`src/rtl/pong_game_controller.sv`:
```
// Pong game-state sequencer: ball, paddles and scores advance once per video
// frame; a serve/play/score/game-over FSM sequences each rally.
module pong_game_controller #(
  parameter int FIELD_X_BEGIN      = 20,
  parameter int FIELD_X_END        = 619,
  parameter int FIELD_Y_BEGIN      = 20,
  parameter int FIELD_Y_END        = 459,
  parameter int BALL_RADIUS        = 4,
  parameter int PADDLE_RADIUS      = 30,
  parameter int PADDLE_THICKNESS   = 6,
  parameter int LEFT_PADDLE_BEGIN  = 30,
  parameter int RIGHT_PADDLE_BEGIN = 603,
  parameter int BALL_SPEED         = 2,
  parameter int PADDLE_SPEED       = 4,
  parameter int WIN_SCORE          = 9,
  parameter int SERVE_FRAMES       = 60
) (
  input  logic       clk,
  input  logic       reset,
  input  logic       frame_tick,
  input  logic       start,
  input  logic       left_up,
  input  logic       left_dn,
  input  logic       right_up,
  input  logic       right_dn,
  output logic [9:0] ball_loc_x,
  output logic [9:0] ball_loc_y,
  output logic [9:0] left_paddle_loc,
  output logic [9:0] right_paddle_loc,
  output logic [3:0] left_score,
  output logic [3:0] right_score,
  output logic       game_over,
  output logic       winner
);

  typedef enum logic [2:0] {IDLE, SERVE, PLAY, SCORED, OVER} state_t;

  // Reset / serve positions
  localparam logic [9:0] BALL_X0  = 10'd320;
  localparam logic [9:0] BALL_Y0  = 10'd240;
  localparam logic [9:0] PAD_INIT = 10'd240;

  // Paddle travel limits
  localparam logic [9:0] PAD_MIN = 10'(FIELD_Y_BEGIN + PADDLE_RADIUS);
  localparam logic [9:0] PAD_MAX = 10'(FIELD_Y_END - PADDLE_RADIUS);
  localparam logic [9:0] PAD_SPD = 10'(PADDLE_SPEED);

  // Ball geometry, signed so a move past zero never wraps
  localparam logic signed [11:0] BR    = 12'(BALL_RADIUS);
  localparam logic signed [11:0] BSPD  = 12'(BALL_SPEED);
  localparam logic signed [11:0] FXB   = 12'(FIELD_X_BEGIN);
  localparam logic signed [11:0] FXE   = 12'(FIELD_X_END);
  localparam logic signed [11:0] FYB   = 12'(FIELD_Y_BEGIN);
  localparam logic signed [11:0] FYE   = 12'(FIELD_Y_END);
  localparam logic signed [11:0] LFACE = 12'(LEFT_PADDLE_BEGIN + PADDLE_THICKNESS);
  localparam logic signed [11:0] RFACE = 12'(RIGHT_PADDLE_BEGIN);
  localparam logic signed [11:0] REACH = 12'(PADDLE_RADIUS + BALL_RADIUS);

  // Positions the ball is snapped to after a bounce
  localparam logic [9:0] Y_TOP_BOUNCE = 10'(FIELD_Y_BEGIN + BALL_RADIUS + 1);
  localparam logic [9:0] Y_BOT_BOUNCE = 10'(FIELD_Y_END - BALL_RADIUS - 1);
  localparam logic [9:0] X_LEFT_HIT   = 10'(LEFT_PADDLE_BEGIN + PADDLE_THICKNESS + BALL_RADIUS + 1);
  localparam logic [9:0] X_RIGHT_HIT  = 10'(RIGHT_PADDLE_BEGIN - BALL_RADIUS - 1);

  localparam logic [3:0] WIN4       = 4'(WIN_SCORE);
  localparam logic [7:0] SERVE_LAST = 8'(SERVE_FRAMES - 1);

  state_t     state_reg, state_next;
  logic [9:0] ball_x_reg, ball_x_next;
  logic [9:0] ball_y_reg, ball_y_next;
  logic       dx_reg, dx_next;          // 1 = moving toward larger x
  logic       dy_reg, dy_next;          // 1 = moving toward larger y
  logic [9:0] paddle_reg  [2];          // index 0 = left, 1 = right
  logic [9:0] paddle_next [2];
  logic [9:0] paddle_step [2];
  logic [3:0] score_reg   [2];
  logic [3:0] score_next  [2];
  logic       scorer_reg, scorer_next;  // 0 = left scored, 1 = right scored
  logic [7:0] serve_cnt_reg, serve_cnt_next;
  logic       game_over_reg, game_over_next;
  logic       winner_reg, winner_next;

  logic [1:0] btn_up, btn_dn;
  assign btn_up = {right_up, left_up};
  assign btn_dn = {right_dn, left_dn};

  // One button step with clamping; both or neither pressed holds position.
  function automatic logic [9:0] paddle_move(input logic [9:0] loc, input logic up, input logic dn);
    logic [9:0] res;
    res = loc;
    if (up && !dn)
      res = (loc < PAD_MIN + PAD_SPD) ? PAD_MIN : loc - PAD_SPD;
    else if (dn && !up)
      res = (loc > PAD_MAX - PAD_SPD) ? PAD_MAX : loc + PAD_SPD;
    return res;
  endfunction

  genvar gi;
  generate
    for (gi = 0; gi < 2; gi++) begin : g_paddle
      assign paddle_step[gi] = paddle_move(paddle_reg[gi], btn_up[gi], btn_dn[gi]);
    end
  endgenerate

  // Candidate ball move for this frame plus wall and paddle contact tests
  logic signed [11:0] bx, nx, ny, dist_l, dist_r;
  logic [9:0]         y_wall;
  logic               dy_wall, hit_l, hit_r, miss_l, miss_r;
  always_comb begin
    bx      = $signed({2'b00, ball_x_reg});
    nx      = bx + (dx_reg ? BSPD : -BSPD);
    ny      = $signed({2'b00, ball_y_reg}) + (dy_reg ? BSPD : -BSPD);
    y_wall  = ny[9:0];
    dy_wall = dy_reg;
    if (ny - BR <= FYB) begin
      y_wall  = Y_TOP_BOUNCE;
      dy_wall = 1'b1;
    end else if (ny + BR >= FYE) begin
      y_wall  = Y_BOT_BOUNCE;
      dy_wall = 1'b0;
    end
    dist_l = ny - $signed({2'b00, paddle_reg[0]});
    if (dist_l < 0) dist_l = -dist_l;
    dist_r = ny - $signed({2'b00, paddle_reg[1]});
    if (dist_r < 0) dist_r = -dist_r;
    hit_l  = !dx_reg && (bx - BR > LFACE) && (nx - BR <= LFACE) && (dist_l <= REACH);
    hit_r  = dx_reg && (bx + BR < RFACE) && (nx + BR >= RFACE) && (dist_r <= REACH);
    miss_l = (nx - BR <= FXB);
    miss_r = (nx + BR >= FXE);
  end

  // Scorer's next score, saturating at the winning value
  logic [3:0] score_inc;
  always_comb begin
    score_inc = score_reg[scorer_reg];
    if (score_inc != WIN4) score_inc = score_inc + 4'd1;
  end

  // Next-state and datapath updates for the rally sequencer
  always_comb begin
    state_next     = state_reg;
    ball_x_next    = ball_x_reg;
    ball_y_next    = ball_y_reg;
    dx_next        = dx_reg;
    dy_next        = dy_reg;
    paddle_next[0] = paddle_reg[0];
    paddle_next[1] = paddle_reg[1];
    score_next[0]  = score_reg[0];
    score_next[1]  = score_reg[1];
    scorer_next    = scorer_reg;
    serve_cnt_next = serve_cnt_reg;
    game_over_next = game_over_reg;
    winner_next    = winner_reg;
    case (state_reg)
      IDLE: begin
        if (frame_tick && start) begin
          state_next     = SERVE;
          serve_cnt_next = 8'd0;
        end
      end
      SERVE: begin
        if (frame_tick) begin
          paddle_next[0] = paddle_step[0];
          paddle_next[1] = paddle_step[1];
          ball_x_next    = BALL_X0;
          ball_y_next    = BALL_Y0;
          if (serve_cnt_reg == SERVE_LAST) state_next = PLAY;
          else serve_cnt_next = serve_cnt_reg + 8'd1;
        end
      end
      PLAY: begin
        if (frame_tick) begin
          paddle_next[0] = paddle_step[0];
          paddle_next[1] = paddle_step[1];
          if (hit_l) begin
            ball_x_next = X_LEFT_HIT;
            dx_next     = 1'b1;
            ball_y_next = y_wall;
            dy_next     = dy_wall;
          end else if (hit_r) begin
            ball_x_next = X_RIGHT_HIT;
            dx_next     = 1'b0;
            ball_y_next = y_wall;
            dy_next     = dy_wall;
          end else if (miss_l) begin
            // ball left at its pre-move position
            state_next  = SCORED;
            scorer_next = 1'b1;
          end else if (miss_r) begin
            state_next  = SCORED;
            scorer_next = 1'b0;
          end else begin
            ball_x_next = nx[9:0];
            ball_y_next = y_wall;
            dy_next     = dy_wall;
          end
        end
      end
      SCORED: begin
        score_next[scorer_reg] = score_inc;
        if (score_inc == WIN4) begin
          state_next     = OVER;
          game_over_next = 1'b1;
          winner_next    = scorer_reg;
        end else begin
          state_next     = SERVE;
          serve_cnt_next = 8'd0;
          ball_x_next    = BALL_X0;
          ball_y_next    = BALL_Y0;
          dx_next        = ~scorer_reg;  // serve toward the player who lost the point
        end
      end
      OVER: begin
        if (frame_tick && start) begin
          state_next     = SERVE;
          serve_cnt_next = 8'd0;
          score_next[0]  = 4'd0;
          score_next[1]  = 4'd0;
          game_over_next = 1'b0;
          dx_next        = 1'b1;
          ball_x_next    = BALL_X0;
          ball_y_next    = BALL_Y0;
        end
      end
      default: state_next = IDLE;
    endcase
  end

  // State register with synchronous reset
  always_ff @(posedge clk) begin
    if (reset) begin
      state_reg     <= IDLE;
      ball_x_reg    <= BALL_X0;
      ball_y_reg    <= BALL_Y0;
      dx_reg        <= 1'b1;
      dy_reg        <= 1'b1;
      paddle_reg[0] <= PAD_INIT;
      paddle_reg[1] <= PAD_INIT;
      score_reg[0]  <= 4'd0;
      score_reg[1]  <= 4'd0;
      scorer_reg    <= 1'b0;
      serve_cnt_reg <= 8'd0;
      game_over_reg <= 1'b0;
      winner_reg    <= 1'b0;
    end else begin
      state_reg     <= state_next;
      ball_x_reg    <= ball_x_next;
      ball_y_reg    <= ball_y_next;
      dx_reg        <= dx_next;
      dy_reg        <= dy_next;
      paddle_reg[0] <= paddle_next[0];
      paddle_reg[1] <= paddle_next[1];
      score_reg[0]  <= score_next[0];
      score_reg[1]  <= score_next[1];
      scorer_reg    <= scorer_next;
      serve_cnt_reg <= serve_cnt_next;
      game_over_reg <= game_over_next;
      winner_reg    <= winner_next;
    end
  end

  assign ball_loc_x       = ball_x_reg;
  assign ball_loc_y       = ball_y_reg;
  assign left_paddle_loc  = paddle_reg[0];
  assign right_paddle_loc = paddle_reg[1];
  assign left_score       = score_reg[0];
  assign right_score      = score_reg[1];
  assign game_over        = game_over_reg;
  assign winner           = winner_reg;

endmodule

```
`config.mk`:
```
export PLATFORM = sky130hd
export DESIGN_NAME = pong_game_controller
export DESIGN_NICKNAME = d
export VERILOG_FILES = /design/src/rtl/pong_game_controller.sv
export SDC_FILE = /design/constraint.sdc
export NUM_CORES = 1
export LEC_CHECK = 0
export CAP_MARGIN = 30
export CORE_ASPECT_RATIO = 0.75
export CORE_MARGIN = 2
export CORE_UTILIZATION = 60
export CTS_CLUSTER_SIZE = 10
export DETAILED_ROUTE_END_ITERATION = 10
export HOLD_SLACK_MARGIN = 0.08
export PLACE_DENSITY = 0.82
export SLEW_MARGIN = 20
export SYNTH_ARGS = -nofsm -noshare
export SYNTH_HDL_FRONTEND = slang
export SYNTH_SLANG_ARGS = --single-unit
export TNS_END_PERCENT = 1
```
`constraint.sdc`:
```
create_clock -name clk -period 7.4 [get_ports clk]
set_input_delay 0.74 -clock clk [delete_from_list [all_inputs] [get_ports clk]]
set_output_delay 0.74 -clock clk [all_outputs]
set_load 0.05 [all_outputs]
```
-- Word-level counts from Yosys, hierarchy flattened
Memories as Yosys holds them, arrays and structs flattened. A register that Yosys moved wholly into a read port is not among the register bits.
Index checks and enable logic that the tools add are counted.
- register bits: 36
- bits in writable memories: 28
- bits of input ports: 8
- output and inout port bits: 50
- word-level logic and storage cells: 192
- memories: 2
- memory list (memory ; depth ; bits a word ; read ports ; clocked after Yosys merged registers in ; wr ports ; RTL line ; source):
    paddle_reg ; 2 ; 10 ; 2 ; 0 ; 2 ; 73 ; logic [9:0] paddle_reg [2];
    score_reg ; 2 ; 4 ; 3 ; 1 ; 2 ; 76 ; logic [3:0] score_reg [2];
- $add $sub $neg: 18
- order comparisons: 18
- equality and inequality tests: 23
- muxes and demuxes: 81
- bitwise operators: 8
- reduce and logical (&&, ||, !) cells: 33
- operators with widths (cell ; count):
    $mux 10 ; 28
    $pmux 10 s4 ; 2
    $mux 12 ; 4
    $mux 20 ; 2
    $mux 8 ; 5
    $le 12x7->1 const B ; 3
    $mux 3 ; 9
    $add 11x12->12 ; 2
    $add 12x4->12 const B ; 2
    $ge 12x11->1 const B ; 2
    $le 12x6->1 const B ; 2
    $lt 12x1->1 const B ; 2
    $neg 12->12 ; 2
    $pmux 8 s3 ; 1
    $sub 12x11->12 ; 2
    $sub 12x4->12 const B ; 2
    $add 10x3->10 const B ; 2
    $gt 10x9->1 const B ; 2
    $lt 10x6->1 const B ; 2
    $mux 1 ; 20
    $sub 10x3->10 const B ; 2
    $ne 2x2->1 const B ; 9
    $mux 4 ; 4
    $pmux 8 s2 ; 1
    37 further kinds ; 69

-- Logic depth before layout (Yosys ltp)
Gate-level depths: netlist of run 1.
- depth after elaboration: 12
- mapped depth: 24
- gate-level depth less buffers: 21

-- Worst setup path after synthesis of run 1
OpenSTA, ideal clock, no wires.
- path kind: reg-to-reg
- from: register ball_y_reg[1], in the netlist ball_loc_y[1]
- to: register dy_reg
- library setup time: 122 ps
- data arrival time: 5463 ps
- data required time: 7278 ps
- slack: 1816 ps
- cell stages (with the launch flop): 25
- path buffers: 3
- clock period less this slack: 5584 ps
- path through: dfxtp_1 inv_1 fa_1 nor2b_1 o31a_1 o21ai_0 nand2b_1 a31oi_1 xnor2_1 inv_1 ha_1 clkbuf_1 a21oi_1 a21oi_1 a21boi_4 or3_1 buf_2 a311o_1 a2111oi_4 o221ai_2 or2_1 buf_6 nand3_2 nand4_1 a221o_1
- word-level cells in the longest chain between the ends: 9
- elaborated cells on any way between the ends: 26
- those cells by class: 7 x add/sub; 6 x order compare; 2 x eq/ne; 8 x mux; 3 x reduce/logical
- ends and longest elaborated chain (item ; RTL line ; source):
    start: declaration ; 70 ; logic [9:0] ball_y_reg, ball_y_next;
    start signal: assignment ; 248 ; ball_y_reg <= ball_y_next;
    $add 11x12->12 (*) ; 112 ; ny = $signed({2'b00, ball_y_reg}) + (dy_reg ? BSPD : -BSPD);
    parallel branches: the longest is 8 deep, another holds $sub 12x11->12 ; -- ;
    end signal: assignment ; 250 ; dy_reg <= dy_next;
    end: declaration ; 72 ; logic dy_reg, dy_next;
Every way passes the cells marked *. The select of a mux whose other input is x is not followed.
A chain may end at the register's enable or synchronous reset.

-- Worst setup path in the final report of run 1
- from: register dy_reg
- to: register ball_y_reg[0], in the netlist ball_loc_y[0]
- word-level cells in the longest chain between the ends: 12
- elaborated cells on any way between the ends: 29
- those cells by class: 7 x add/sub; 6 x order compare; 2 x eq/ne; 11 x mux; 3 x reduce/logical
- ends and longest elaborated chain (item ; RTL line):
    $mux 12 (*) ; 112
    $add 11x12->12 (*) ; 112
    parallel branches: the longest is 10 deep, another holds $sub 12x11->12 ; --
Marked as above.

==> results of run 1 <==
[cell usage in the layout (no fill, tap or decap), types with 10 or more instances in the layout]
cell / count
nor2_1: 92
ha_1: 66
dfxtp_1: 65
nand2_1: 64
o21ai_0: 63
inv_1: 58
clkdlybuf4s50_1: 56
a21oi_1: 55
nand3_1: 42
nor3_1: 41
xnor2_1: 29
nand2b_1: 22
a21o_1: 20
xor2_1: 19
a31oi_1: 18
nor4_1: 18
and3_1: 16
or3_1: 16
nor2b_1: 14
o21a_1: 13
nand4_1: 13
a211oi_1: 12
o22ai_1: 10
a22oi_1: 10
nor3b_1: 10
or2_2: 10
o211ai_1: 10
[metal layers]
metal | part of all wire | vias up | track usage
li1 | - | 3937 | -
met1 | 0.47 | 3870 | 0.478
met2 | 0.42 | 443 | 0.482
met3 | 0.098 | 42 | 0.0656
met4 | 0.016 | 0 | 0.0810
met5 | 0 | - | 0
[cell families after synthesis]
group,synth area share
flops,0.170
buf+inv,0.0534
compound gates,0.319
fa+ha+maj,0.119
simple gates,0.271
xor+xnor,0.0551
mux,0.0121
[critical path, cell delays in order (launching register included)]
cell       delay [ns]
dfxtp_1          0.42
inv_1            0.25
ha_1             0.42
and3_1           0.20
a221oi_2         0.43
o21bai_1         0.16
xor2_1           0.44
ha_1             0.41
or2_2            0.32
a21oi_1          0.18
a21oi_1          0.10
and3_1           0.22
or3_1            0.46
a211oi_1         0.41
a2111oi_4        0.09
o221ai_2         0.26
o21ai_4          0.10
o21ai_1          0.70
o21ai_0          0.22
a21oi_1          0.19
[power groups by stage]
| stage | Combinational (mW) | Sequential (mW) | Clock (mW) |
|---|---|---|---|
| after floorplan | 0.157 | 0.373 | 0 |
| after global placement | 0.203 | 0.369 | 0 |
| after detailed placement | 0.206 | 0.369 | 0 |
| after CTS | 0.208 | 0.361 | 0.429 |
| after global routing | 0.235 | 0.362 | 0.444 |
| final | 0.215 | 0.362 | 0.428 |
[layout make-up]
type | instances | share of cell area
sequential | 65 | 0.152
clock inverter | 7 | 0.00817
multi-input combinational | 856 | 0.691
inverter | 59 | 0.0258
timing repair buffer | 64 | 0.0726
tap | 166 | 0.0242
clock buffer | 9 | 0.0263
[final timing paths]
check	to	slack, ns	cells past startpoint
min reg2reg	game_over$_SDFFE_PP0P_	0.48	2
min	game_over$_SDFFE_PP0P_	0.48	2
max	ball_loc_y[0]$_SDFFE_PP0P_	1.34	19
max reg2reg	ball_loc_y[0]$_SDFFE_PP0P_	1.34	19
[through the flow]
stage | hold WS, ns | cell area [um^2] | total power, mW
floorplan | 0.472 | 7630 | 0.530
global placement | 0.453 | 8250 | 0.572
detailed placement | 0.473 | 8250 | 0.575
CTS | 0.483 | 8550 | 0.998
global route | 0.511 | 8580 | 1.04
finish | 0.477 | 8580 | 1.00
==> metrics list, run 1 <==
* Run status: finished, final reports clean
- EDFF count, synth: 0
- Clock buffer count from CTS: 9
- Clk_lat worst skew: 0.34 ns
* Share of synthesized area occupied by flip-flops and latches: 0.170
- Of the total power, the clock network draws 0.426.
* Port bufs: between 50 and 60
- The first global-routing pass estimated 36400 um of wire.
* Via count of the first global-routing pass: 7327
* Number of top-level design ports: just under 60
- Ranked by total cell area, the synthesized netlist is headed by dfxtp_1 17%, ha_1 11%, nor2_1 4.5%.
- After global routing the overflow that remains totals 0.
- After the first detailed-routing iteration, the DRC count stood at approximately 880.
- Max_cap viols: 0
- After clock tree synthesis, the clock-pin slew on the worst setup and hold paths is approximately 0.06 ns.
* Hold_buf cts: 0
* Min Tclk post-route: around 6.1 ns
* Cell at the root of the clock tree: clkbuf_16
* Number of fill cells: 1086
- The number of antenna violations at the first check in global routing is 0.
* Worst setup slack after placement: roughly 1.5 ns
- At the end of the flow the core is filled with cells to 0.695.
- The routed layout has between 8000 and 9000 vias.
* Placement row count: 35
- Of all nets on the critical path, the largest fanout is 12.
- Critical path required time: ~7.7 ns
* Max reg flops: 20
* Fin Clk Skew: around 0.0074 ns
- Internal cell power: roughly 0.70 mW
- The first TritonRoute pass finished after 7 iterations.
- Remaining DRCs: 0
- Post-CTS resize count: 0
* Average wire per cell in the routed design: 18.2 um
- Registers take between 1000 and 1500 um^2.
- CTS saw between 60 and 70 sinks.
- Full die area: between 10000 and 15000 um^2
- The core region is roughly 12000 um^2.
- Synthesis produced a netlist whose cell count is ~1000.
- In this run the worst hold path is classified as reg2reg.
- Across the VDD grid, the largest voltage drop is 108 uV.
- Dividing the final minimum period by the clock period gives 0.818.
* Fraction of power consumed by sequential logic: 0.360
* Power per Cell Area: 117 nW/um^2
- Most frequent cells after synthesis: 92 x nor2_1, 66 x ha_1, 65 x dfxtp_1
* Setup Fix Bufs, Post-CTS: 0
- The analysis attributes to net switching a power of 0.307 mW.
- Synthesized net count: between 1000 and 1500
- Excluding fillers, the count of instances in the completed layout stands at between 1000 and 1500.
* Final net count: 1133
- Count of final max-slew check failures: 0
- The detail route stage leaves a number of antenna-violating nets equal to 0.
* Sw Share: 0.306
- Summed over all instances, the cell type with the most area after synthesis is dfxtp_1.
- The initial utilization of the core area, before any placement, comes to 0.618.
- The worst setup path is captured at a register.
* Setup repair after global routing missed its margin: no
- Across all setup checks in the final design, the least slack found is around 1.3 ns.
* Launching point of the worst reg2reg path: dy_reg$_SDFFE_PP1P_
* Syn Std Cell Area: approximately 7600 um^2
- Slew @ Worst Pin: 0.980 ns
* YS warnings: 0
- Using the TritonRoute via totals, the vias-per-cell ratio works out to ~6.8.
- Routability Congestion: about 0.95
- Area of the multi-input gates: 5930 um^2
- The worst pin sits at a relative slew slack of 0.344.
- The share of synthesized area in the top cell type comes to 0.170.
- 0 antenna diodes ended up in the layout.
- Placed instance count: about 1200
* Clock Tree Buf Depth: 2
* TritonCTS clock tree: yes
- Arrival time of data at the critical path endpoint: roughly 6.3 ns
* Static Leakage: around 3.3 nW
* Critical path startpoint: dy_reg$_SDFFE_PP1P_
- The synthesized design contains 65 register bits.
* Sum of negative setup slack: 0 ns
- Setup violations remaining at the end of the flow were counted as 0.
- Overall die height: about 100 um
* Hold Fails Final Rpt: 0
* Fraction of layout cells with a size suffix above 1: 0.0651
- Entering global routing, the biggest net connects around 50 pins.
- Wirelength, routed: about 22000 um
- Yosys mapped the design onto 94 distinct sky130hd cell types.
- The share of total power dissipated in combinational logic is 0.214.
* Primary FF master, synth: dfxtp_1
- CTS H-tree lvls: 3
- Horizontal extent of the die: roughly 130 um
* Syn-to-layout area delta: 12.4%
* Worst Hold Launch: game_over$_SDFFE_PP0P_
- Achievable frequency: ~170 MHz
* Proportion of synthesized flip-flops having asynchronous set or reset: 0
- A synthesized cell averages 7.48 um^2.
- In the global route stage, overall resource usage came out at 0.324.
* Leading cell type by number of instances after synthesis: nor2_1
- Crit Path Class: reg2reg
* Startpoint types: register
- Detail Placement HPWL: approximately 17000 um
Power figures use the tool's default switching activity.
==> run 2, diff against run 1 <==
--- a/config.mk
+++ b/config.mk
@@ -8,11 +8,11 @@
 export CAP_MARGIN = 30
 export CORE_ASPECT_RATIO = 0.75
 export CORE_MARGIN = 2
-export CORE_UTILIZATION = 60
+export CORE_UTILIZATION = 55
 export CTS_CLUSTER_SIZE = 10
 export DETAILED_ROUTE_END_ITERATION = 10
 export HOLD_SLACK_MARGIN = 0.08
-export PLACE_DENSITY = 0.82
+export PLACE_DENSITY = 0.79
 export SLEW_MARGIN = 20
 export SYNTH_ARGS = -nofsm -noshare
 export SYNTH_HDL_FRONTEND = slang
==> constraint.sdc (replaced) <==
create_clock -name clk -period 5 [get_ports clk]
set_input_delay 0.5 -clock clk [delete_from_list [all_inputs] [get_ports clk]]
set_output_delay 0.5 -clock clk [all_outputs]
set_load 0.05 [all_outputs]
==> run 2 against run 1 <==
Worst hold slack about the same. Non-clock buffer count up 75. Sequential share of layout area down 1.4 points. Routed wire length up 8.2%. Design area up 11%. Sequential power up 47%.
==> metrics list, run 2 (synthesis gave the netlist of run 1 again) <==
- Run status: finished, final reports clean
* Utilization after layout: 0.699
- Crit Path Class: reg2reg
- Between clock sinks in the finished design, the worst skew comes to between 0.01 and 0.015 ns.
- Horizontal extent of the die: between 100 and 150 um
- Using the TritonRoute via totals, the vias-per-cell ratio works out to approximately 6.6.
* Overall overflow remaining after global route: 0
* Max reg flops: 20
* Overall die height: about 110 um
* Global-route wire length before repair: ~38000 um
- Data arrives at the worst endpoint at 5.20 ns.
- Buffers inserted to repair hold after CTS numbered 0.
* Final net count: 1208
- Critical path startpoint: dy_reg$_SDFFE_PP1P_
- Worst Hold Launch: game_over$_SDFFE_PP0P_
- In this run the power density over the cells is roughly 170 nW/um^2.
- Net switching power: 0.476 mW
- End of the worst hold path: game_over$_SDFFE_PP0P_
* Startpoint types: register
- Data on the critical path is required at its endpoint by between 5 and 6 ns.
* RR Endpoint: ball_loc_y[9]$_SDFFE_PP0P_
- Syn-to-layout area delta: 25.0%
* Starting Density: 0.559
* Max_cap viols: 0
* Post-route fraction of the period consumed by the critical path: 0.993
- Once placement completed, the tool counted placed cells totaling 1279.
* Fraction of layout cells with a size suffix above 1: 0.170
- ANT cells: 0
- Dividing the detail-routed wire length by the instance count gives 18.5 um.
* VDD IR-drop max: around 160 uV
- Clock Tree Buf Depth: 2
- Via count of the first global-routing pass: between 7000 and 8000
* Vias after detailed routing: 8675
* Critical path endpoint category: register
- Cell at the root of the clock tree: clkbuf_16
* Slew @ Worst Pin: between 0.9 and 1 ns
- Top library cells by usage in the layout, fill and taps aside: 90 x nor2_1, 73 x buf_4, 63 x nand2_1, 61 x o21ai_0, 59 x dfxtp_1
* Achievable frequency: 201 MHz
- Detail Placement HPWL: approximately 18000 um
- Aggregate global-route resource usage: 0.306
* Sum of negative setup slack: 0 ns
- Hold Fails Final Rpt: 0
* Internal cell power: 1.13 mW
- slightly below 60 I/O pins were placed.
* Total setup violations reported at the end of the flow: 0
* TritonCTS clock tree: yes
- Combinational power share: 0.252
- The number of antenna violations at the first check in global routing came to 0.
- Fraction of power consumed by sequential logic: 0.331
* Worst reg2reg setup slack: ~0.036 ns
- After detailed routing, the number of remaining DRC violations is 0.
* Clk sinks: 65
* Port bufs: between 50 and 60
- In this run the static leakage power is approximately 3.8 nW.
- Entering global routing, the biggest net connects 51 pins.
- Launching point of the worst reg2reg path: dy_reg$_SDFFE_PP1P_
- Leaving out fill and tap cells, the most frequent cell in the layout is nor2_1.
- Routability Congestion: about 0.96
- Buffers inserted during clock tree synthesis total 9.
* Number of non-filler instances in the completed layout: ~1300
* Min Tclk post-route: 4.96 ns
- Kind of path behind the tightest hold check: reg2reg
- Timing analysis after detailed placement gives a worst setup slack of -0.0158 ns.
* Sw Share: 0.297
- The final layout contains routed wiring with a total length of around 24000 um.
* Number of cells traversed by the worst register-to-register path: 22
- Row generation in the floorplan step produced 37 rows.
* Setup repair after global routing missed its margin: yes
- Full die area: 14800 um^2
- Across all setup checks in the final design, the least slack found is around 0.036 ns.
- Clk_lat worst skew: around 0.34 ns
- Once detail routing completed, the nets flagged for antenna violations numbered 0.
- Number of violations reported at the end of detailed-routing iteration 0: about 710
* Worst-path clk slew: 0.06 ns
- CTS built an H-tree with a depth of 3.
- Placeable core region: roughly 14000 um^2
* Hold depth: 2
* Count of final max-slew check failures: 0
- Largest driver fanout on the critical path: 6
- Clock group share of total power: 0.417
- The worst pin sits at a relative slew slack of 0.355.
- The first TritonRoute pass finished after 5 iterations.
==> run 2: cell types whose count changed in the layout (fill, tap and decap cells not counted), sizes merged <==
cell	before	now
clkbuf	11	12
clkinvlp	1	0
buf	6	83
inv	59	57
==> run 2: worst max path at each step <==
stage                                      end  slack [ns]  cells after the start
global placement    ball_loc_x[7]$_SDFFE_PP0P_        0.14                     22
detailed placement  ball_loc_x[7]$_SDFFE_PP0P_       -0.02                     23
CTS                 ball_loc_y[3]$_SDFFE_PP0P_       0.003                     23
finish              ball_loc_y[9]$_SDFFE_PP0P_        0.04                     22
floorplan                  dy_reg$_SDFFE_PP1P_       0.006                     24
global route        ball_loc_y[9]$_SDFFE_PP0P_       -0.12                     26
==> run 2: worst max-delay path, stage by stage, from the launching register on <==
cell and delay (ns):
dfxtp_2 0.35, clkinv_4 0.10, ha_4 0.27, and3_1 0.21, a221oi_2 0.33, o21bai_1 0.15
xor2_2 0.30, ha_1 0.31, or2_4 0.24, a21oi_2 0.14, a21oi_2 0.05, and3_4 0.17
or3_4 0.33, a311o_1 0.40, a2111oi_4 0.39, o221ai_2 0.20, o21ai_4 0.22, buf_6 0.14
o21a_4 0.17, buf_12 0.12, buf_6 0.11, nand2_2 0.06, o31ai_1 0.10
==> run 2: power groups by stage <==
stage               clock network (mW)  registers [mW]  logic (mW)
finish                           0.669           0.531       0.404
global route                     0.702           0.532       0.435
CTS                              0.669           0.531       0.349
detailed placement                   0           0.542       0.347
global placement                     0           0.541       0.341
floorplan                            0           0.550       0.232
==> run 2: per-layer routing <==
metal	routed length (um)	track usage
met5	0	0
met4	501	0.0823
met3	2130	0.0473
met2	10300	0.449
met1	11200	0.462
==> run 2: stage by stage <==
stage	instance area (um^2)	hold slack [ns]	power (mW)
final	9540	0.476	1.60
after global routing	9540	0.507	1.67
after CTS	9120	0.472	1.55
after detailed placement	8780	0.455	0.888
after global placement	8780	0.457	0.882
after floorplan	7660	0.472	0.783
==> run 2: cell type report <==
| class | instances | area [um^2] |
|---|---|---|
| Inverter | 59 | 229 |
| Sequential cell | 65 | 1320 |
| Tap cell | 175 | 219 |
| Fill cell | 1039 | 4110 |
| Clock inverter | 4 | 48.8 |
| Multi-Input combinational cell | 856 | 6240 |
| Clock buffer | 12 | 268 |
| Timing Repair Buffer | 139 | 1220 |
==> run 2: repair_timing <==
item,in CTS,in global routing
pin swaps,0,33
endpoints found under the setup margin,2,25
resized for setup,3,65
endpoints found under the hold margin,0,0
gates cloned,0,1
setup buffers,0,14
